$ cat config.mk
export PLATFORM = sky130hd
export DESIGN_NAME = m2v_idct
export DESIGN_NICKNAME = d
export VERILOG_FILES = /design/src/rtl/m2v_idct.sv
export SDC_FILE = /design/constraint.sdc
export NUM_CORES = 2
export LEC_CHECK = 0
export ABC_AREA = 1
export CAP_MARGIN = 20
export CORE_ASPECT_RATIO = 1.25
export CORE_MARGIN = 3
export CORE_UTILIZATION = 45
export DETAILED_ROUTE_END_ITERATION = 8
export SETUP_SLACK_MARGIN = 0.3
export SLEW_MARGIN = 5
export SYNTH_ARGS = -nofsm -noshare
export SYNTH_HDL_FRONTEND = slang
export SYNTH_SLANG_ARGS = --single-unit
$ cat constraint.sdc
create_clock -name clk -period 13 [get_ports clk]
set_input_delay 1.95 -clock clk [delete_from_list [all_inputs] [get_ports clk]]
set_output_delay 1.95 -clock clk [all_outputs]
set_load 0.02 [all_outputs]
$ cat src/rtl/m2v_idct.sv
// m2v_idct: 8x8 fixed-point inverse DCT with double-buffered
// residual output, one serial MAC shared by row and column passes.
module m2v_idct (
  input  logic              clk,
  input  logic              reset_n,
  input  logic              softreset,
  output logic              ready_idct,
  input  logic              block_start,
  input  logic              s2_enable,
  input  logic              s2_coded,
  input  logic              s3_enable,
  input  logic              s3_coded,
  output logic              coef_next,
  input  logic              coef_sign,
  input  logic [11:0]       coef_data,
  input  logic              pixel_coded,
  input  logic [4:0]        pixel_addr,
  output logic signed [8:0] pixel_data0,
  output logic signed [8:0] pixel_data1
);

  typedef enum logic [2:0] {
    IDLE, SKIP, LOAD, ROWPASS, COLPASS
  } state_t;

  state_t state, state_n;
  logic [8:0] cnt, cnt_n;
  logic       sel;
  logic       zero;
  logic       start_ok;
  logic [5:0] o;
  logic [2:0] k;

  logic signed [12:0] fbuf [64];
  logic signed [15:0] rbuf [64];
  logic signed [8:0]  pbuf [128];

  logic signed [15:0] opa;
  logic signed [12:0] opc;
  logic signed [31:0] a32, c32, prod;
  logic signed [31:0] acc, sum, rsh, csh;
  logic signed [15:0] rsat;
  logic signed [8:0]  pclip;

  function automatic logic signed [12:0] ctab(
    input logic [2:0] u,
    input logic [2:0] x
  );
    logic [4:0]  m;
    logic [4:0]  i;
    logic        neg;
    logic [11:0] mag;
    m = 5'({x, 1'b1}) * 5'(u);
    if (m > 5'd16) m = 5'd0 - m;
    neg = m > 5'd8;
    i = neg ? 5'd16 - m : m;
    case (i)
      5'd0:    mag = 12'd2048;
      5'd1:    mag = 12'd2009;
      5'd2:    mag = 12'd1892;
      5'd3:    mag = 12'd1703;
      5'd4:    mag = 12'd1448;
      5'd5:    mag = 12'd1138;
      5'd6:    mag = 12'd784;
      5'd7:    mag = 12'd400;
      default: mag = 12'd0;
    endcase
    if (u == 3'd0) begin
      mag = 12'd1448;
      neg = 1'b0;
    end
    ctab = neg ? -$signed({1'b0, mag})
               :  $signed({1'b0, mag});
  endfunction

  assign o = cnt[8:3];
  assign k = cnt[2:0];
  assign start_ok = block_start && (state == IDLE);

  // next state, counter and handshake outputs
  always_comb begin
    state_n    = state;
    cnt_n      = cnt + 9'd1;
    ready_idct = 1'b0;
    coef_next  = 1'b0;
    unique case (state)
      IDLE: begin
        ready_idct = 1'b1;
        if (start_ok)
          state_n = (s2_enable && s2_coded) ? LOAD : SKIP;
      end
      SKIP: state_n = IDLE;
      LOAD: begin
        coef_next = ~cnt[0];
        if (cnt == 9'd127) state_n = ROWPASS;
      end
      ROWPASS: if (cnt == 9'd511) state_n = COLPASS;
      COLPASS: if (cnt == 9'd511) state_n = IDLE;
      default: state_n = IDLE;
    endcase
    if (state_n != state) cnt_n = 9'd0;
  end

  // control state, bank select and MAC accumulator
  always_ff @(posedge clk or negedge reset_n) begin
    if (!reset_n) begin
      state <= IDLE;
      cnt   <= 9'd0;
      sel   <= 1'b0;
      zero  <= 1'b1;
      acc   <= 32'sd0;
    end else if (softreset) begin
      state <= IDLE;
      cnt   <= 9'd0;
      sel   <= 1'b0;
      zero  <= 1'b1;
      acc   <= 32'sd0;
    end else begin
      state <= state_n;
      cnt   <= cnt_n;
      if (start_ok && s3_enable) begin
        sel  <= ~sel;
        zero <= ~s3_coded;
      end
      if (state == ROWPASS || state == COLPASS)
        acc <= sum;
    end
  end

  // MAC operand select, rounding, saturation and clipping
  always_comb begin
    if (state == COLPASS) begin
      opa = rbuf[{k, o[2:0]}];
      opc = ctab(k, o[5:3]);
    end else begin
      opa = {{3{fbuf[{o[5:3], k}][12]}}, fbuf[{o[5:3], k}]};
      opc = ctab(k, o[2:0]);
    end
    a32  = $signed({{16{opa[15]}}, opa});
    c32  = $signed({{19{opc[12]}}, opc});
    prod = a32 * c32;
    sum  = ((k == 3'd0) ? 32'sd0 : acc) + prod;
    rsh  = (sum + 32'sd256) >>> 9;
    csh  = (sum + 32'sd16384) >>> 15;
    if (rsh > 32'sd32767)       rsat = 16'sh7fff;
    else if (rsh < -32'sd32768) rsat = 16'sh8000;
    else                        rsat = rsh[15:0];
    if (csh > 32'sd255)         pclip = 9'sh0ff;
    else if (csh < -32'sd256)   pclip = 9'sh100;
    else                        pclip = csh[8:0];
  end

  // coefficient, intermediate and pixel storage
  always_ff @(posedge clk) begin
    if (coef_next)
      fbuf[cnt[6:1]] <= coef_sign ? -$signed({1'b0, coef_data})
                                  :  $signed({1'b0, coef_data});
    if (state == ROWPASS && k == 3'd7)
      rbuf[o] <= rsat;
    if (state == COLPASS && k == 3'd7)
      pbuf[{~sel, o}] <= pclip;
  end

  // registered pixel-pair read from the output bank
  always_ff @(posedge clk or negedge reset_n) begin
    if (!reset_n) begin
      pixel_data0 <= 9'sd0;
      pixel_data1 <= 9'sd0;
    end else if (softreset) begin
      pixel_data0 <= 9'sd0;
      pixel_data1 <= 9'sd0;
    end else if (pixel_coded && !zero) begin
      pixel_data0 <= pbuf[{sel, pixel_addr, 1'b0}];
      pixel_data1 <= pbuf[{sel, pixel_addr, 1'b1}];
    end else begin
      pixel_data0 <= 9'sd0;
      pixel_data1 <= 9'sd0;
    end
  end

endmodule

==> impl_metrics.py <==
metrics = {
    "run_status": {
        "outcome": "completed",
    },
    "timing": {
        "slew_headroom_pct": 19.45,
        "tns_ps": 0,
        "tightestPinTransition_ps": 1205,
        "grt_setup_unrepaired": "no",
        "fin_crit_sh_pct": 94.38,
        "fin_skew_ps": 98.41,
        "setup_viol": 0,
        "final_hold_viol_count": 0,
        "fmax_mhz": 81.50,
        "finalCriticalPeriod_ps": 12270,
        "slew_viol_final": 0,
        "setup_ws_ps": 730.5,
    },
    "route": {
        "vias": 85460,
        "wirelength_mm": 394.4,
        "dr.pass1.iters": 6,
        "wl_per_cell_um": 28.05,
        "vias_per_cell": 6.077,
        "drt_iter0_drc": 9283,
        "ant_nets": 0,
        "drc_errors": 0,
    },
    "finish": {
        "num-fill-cells": 23990,
        "nets": 10440,
        "final_cells": 14060,
        "syn2layout_area_growth_pct": 13.11,
        "drive_above_1_share_pct": 11.11,
        "fin_area_um2": 147800,
    },
    "synth": {
        "yosys-top-cells-area": "edfxtp_1 69%, fa_1 3.9%, nor2_1 3.2%",
        "yosysTopAreaCell": "edfxtp_1",
        "ys_ff_latch": 3072,
        "syn_area_um2": 130700,
        "synth.distinct_cells": 72,
        "synth_top_area_share_pct": 69.13,
        "synth-edff-count": 3008,
        "yosysMostFrequentCell": "edfxtp_1",
        "yosys-top-cells-count": "3008 x edfxtp_1, 1128 x nor2_1, 977 x nand2_1",
        "syn_area_per_cell_um2": 13.23,
        "syn_inst": 9873,
        "synthesis.nets": 10260,
        "synth_top_flop_cell": "edfxtp_1",
        "ys_warn_count": 0,
        "ys_async_sr_fraction_pct": 2.083,
        "yosysSeqAreaShare_pct": 70.35,
    },
    "die": {
        "die_area_um2": 296900,
        "num_rows": 220,
        "core_um2": 288200,
        "die_x_um": 488.0,
        "die_h_um": 608.5,
        "start_util_pct": 45.34,
        "io_pins": 47,
    },
    "clock_tree": {
        "clk_latency_ps": 920,
        "cts_buffers": 312,
        "clkTransAtPathRegs_ps": 70,
        "htree_levels": 5,
        "cts_num_sinks": 3072,
        "root_buffer": "clkbuf_16",
        "cts_tree": "yes",
        "clockBufferDepth": 4,
    },
    "setup_path": {
        "start_kind": "flip-flop",
        "reg2reg_depth": 46,
        "cp.arrival_ps": 12730,
        "path_buf_inv": 14,
        "max_stage_delay_ps": 680,
        "crit_top_cell": "nand2_1",
        "crit_family": "adder cells",
        "crit_slowest_cell": "o221ai_1",
        "crit_path_max_fanout": 128,
        "worstSetupEndpointType": "flip-flop",
        "crit_type": "reg -> reg",
        "cp.required_ps": 13460,
        "crit_cells": 46,
    },
    "place": {
        "dp_cells": 13490,
        "gp_congestion": 0.9057,
        "place_area_um2": 137700,
        "pre_cts_ws_ps": 633.1,
        "numPortBuffers": 46,
        "dp_hpwl_mm": 235.0,
    },
    "grt": {
        "grt_pass1_wl_mm": 573.2,
        "grt_use_total_pct": 25.97,
        "met1_usage_pct": 33.51,
        "met3_usage_pct": 3.351,
        "grt_pass1_vias": 84210,
        "busiest_layer": "met2",
        "overflow": 0,
        "grtUsageMet2_pct": 43.57,
        "grt_start_max_net_pins": 155,
        "grt_antenna_before_repair": 5,
    },
    "run": {
        "cap_violations": 0,
    },
    "hold_path": {
        "hold-path-cell-count": 2,
        "min_path_type": "reg -> reg",
    },
}
## cell usage in the layout, fill, tap and decap left out, types with 43 or more instances in the layout
cell and count:
a21oi_1 303, a31oi_1 43, buf_12 59, buf_4 346, clkbuf_1 79, clkbuf_16 319, clkinv_1 60, clkinv_2 45
dfrtp_1 57, edfxtp_1 3008, fa_1 252, ha_1 109, inv_1 546, nand2_1 956, nand2_2 50, nand3_1 371
nand4_1 86, nor2_1 1107, nor2_2 43, nor3_1 75, o211ai_1 51, o21ai_0 836, o221ai_1 401, o22ai_1 418
o41ai_1 44
## cells by family after synthesis
| family | count (synthesis) | synth area share [%] |
|---|---|---|
| flip-flops | 3072 | 70.35 |
| AND/OR/NAND/NOR | 2846 | 9.328 |
| AO/OA/AOI/OAI | 2347 | 11.46 |
| buffers and inverters | 1196 | 3.600 |
| adder cells (fa/ha/maj) | 362 | 4.920 |
| XOR/XNOR | 50 | 0.3409 |
## final cells by class
type	count	area, um2	area share [%]
inverters	597	2293	1.552
repair buffers	464	4454	3.014
diodes	5	12.51	0.008465
clock buffers	409	8431	5.704
well taps	3774	4722	3.195
clock inverters	136	1324	0.8956
multi-input cells	5605	34620	23.43
flip-flops and latches	3072	91940	62.21
## metal layers
metal	vias up	share of wire, %
met3	814	7.3
met1	43340	38
met4	2	5.2
met2	4114	50
met5	-	0.0033
li1	37200	-
## worst reg2reg max path: cells and delay by family (launching register included)
family / cells / cell delay [ps]
AOI/OAI and AO/OA: 4 / 2190
adders and majority gates: 8 / 3650
xor gates and xnor gates: 1 / 170
buffers and inverters: 14 / 2740
and+or+nand+nor: 19 / 2370
DFF: 1 / 530
## flip-flops by register name, summed over array words and instances (netlist names)
name / cells
fbuf: 832
pixel_data0: 9
zero: 1
pbuf: 1152
acc: 32
sel: 1
cnt: 9
state: 3
pixel_data1: 9
rbuf: 1024
## through the flow
| step | hold slack [ps] | utilization (%) |
|---|---|---|
| after floorplan | 487.2 | - |
| after global placement | 515.3 | 47.74 |
| after detailed placement | 537.1 | 47.77 |
| after CTS | 549.3 | 51.15 |
| after global routing | 585.7 | 51.28 |
| final | 547.2 | 51.29 |
## final timing paths
check / from / endpoint / slack (ps)
setup / recovery: cnt[1] / pbuf[100][4] / 730
hold / removal: acc[2] / acc[2] / 550
setup reg to reg: cnt[1] / pbuf[100][4] / 730
hold reg to reg: acc[2] / acc[2] / 550
max in group asynchronous: reset_n / cnt[2] / 10630
min in group asynchronous: reset_n / pixel_data1[2] / 1090
## what timing repair did
action                                  4_1_cts  5_1_grt
buffers inserted                              0        8
gates resized for setup                       0       27
hold buffers                                  0        0
endpoints found under the setup margin        0     2176
Power is left out: the tool's default activity adds up to more than one toggle a clock period on the data nets, which glitch-free logic cannot reach.
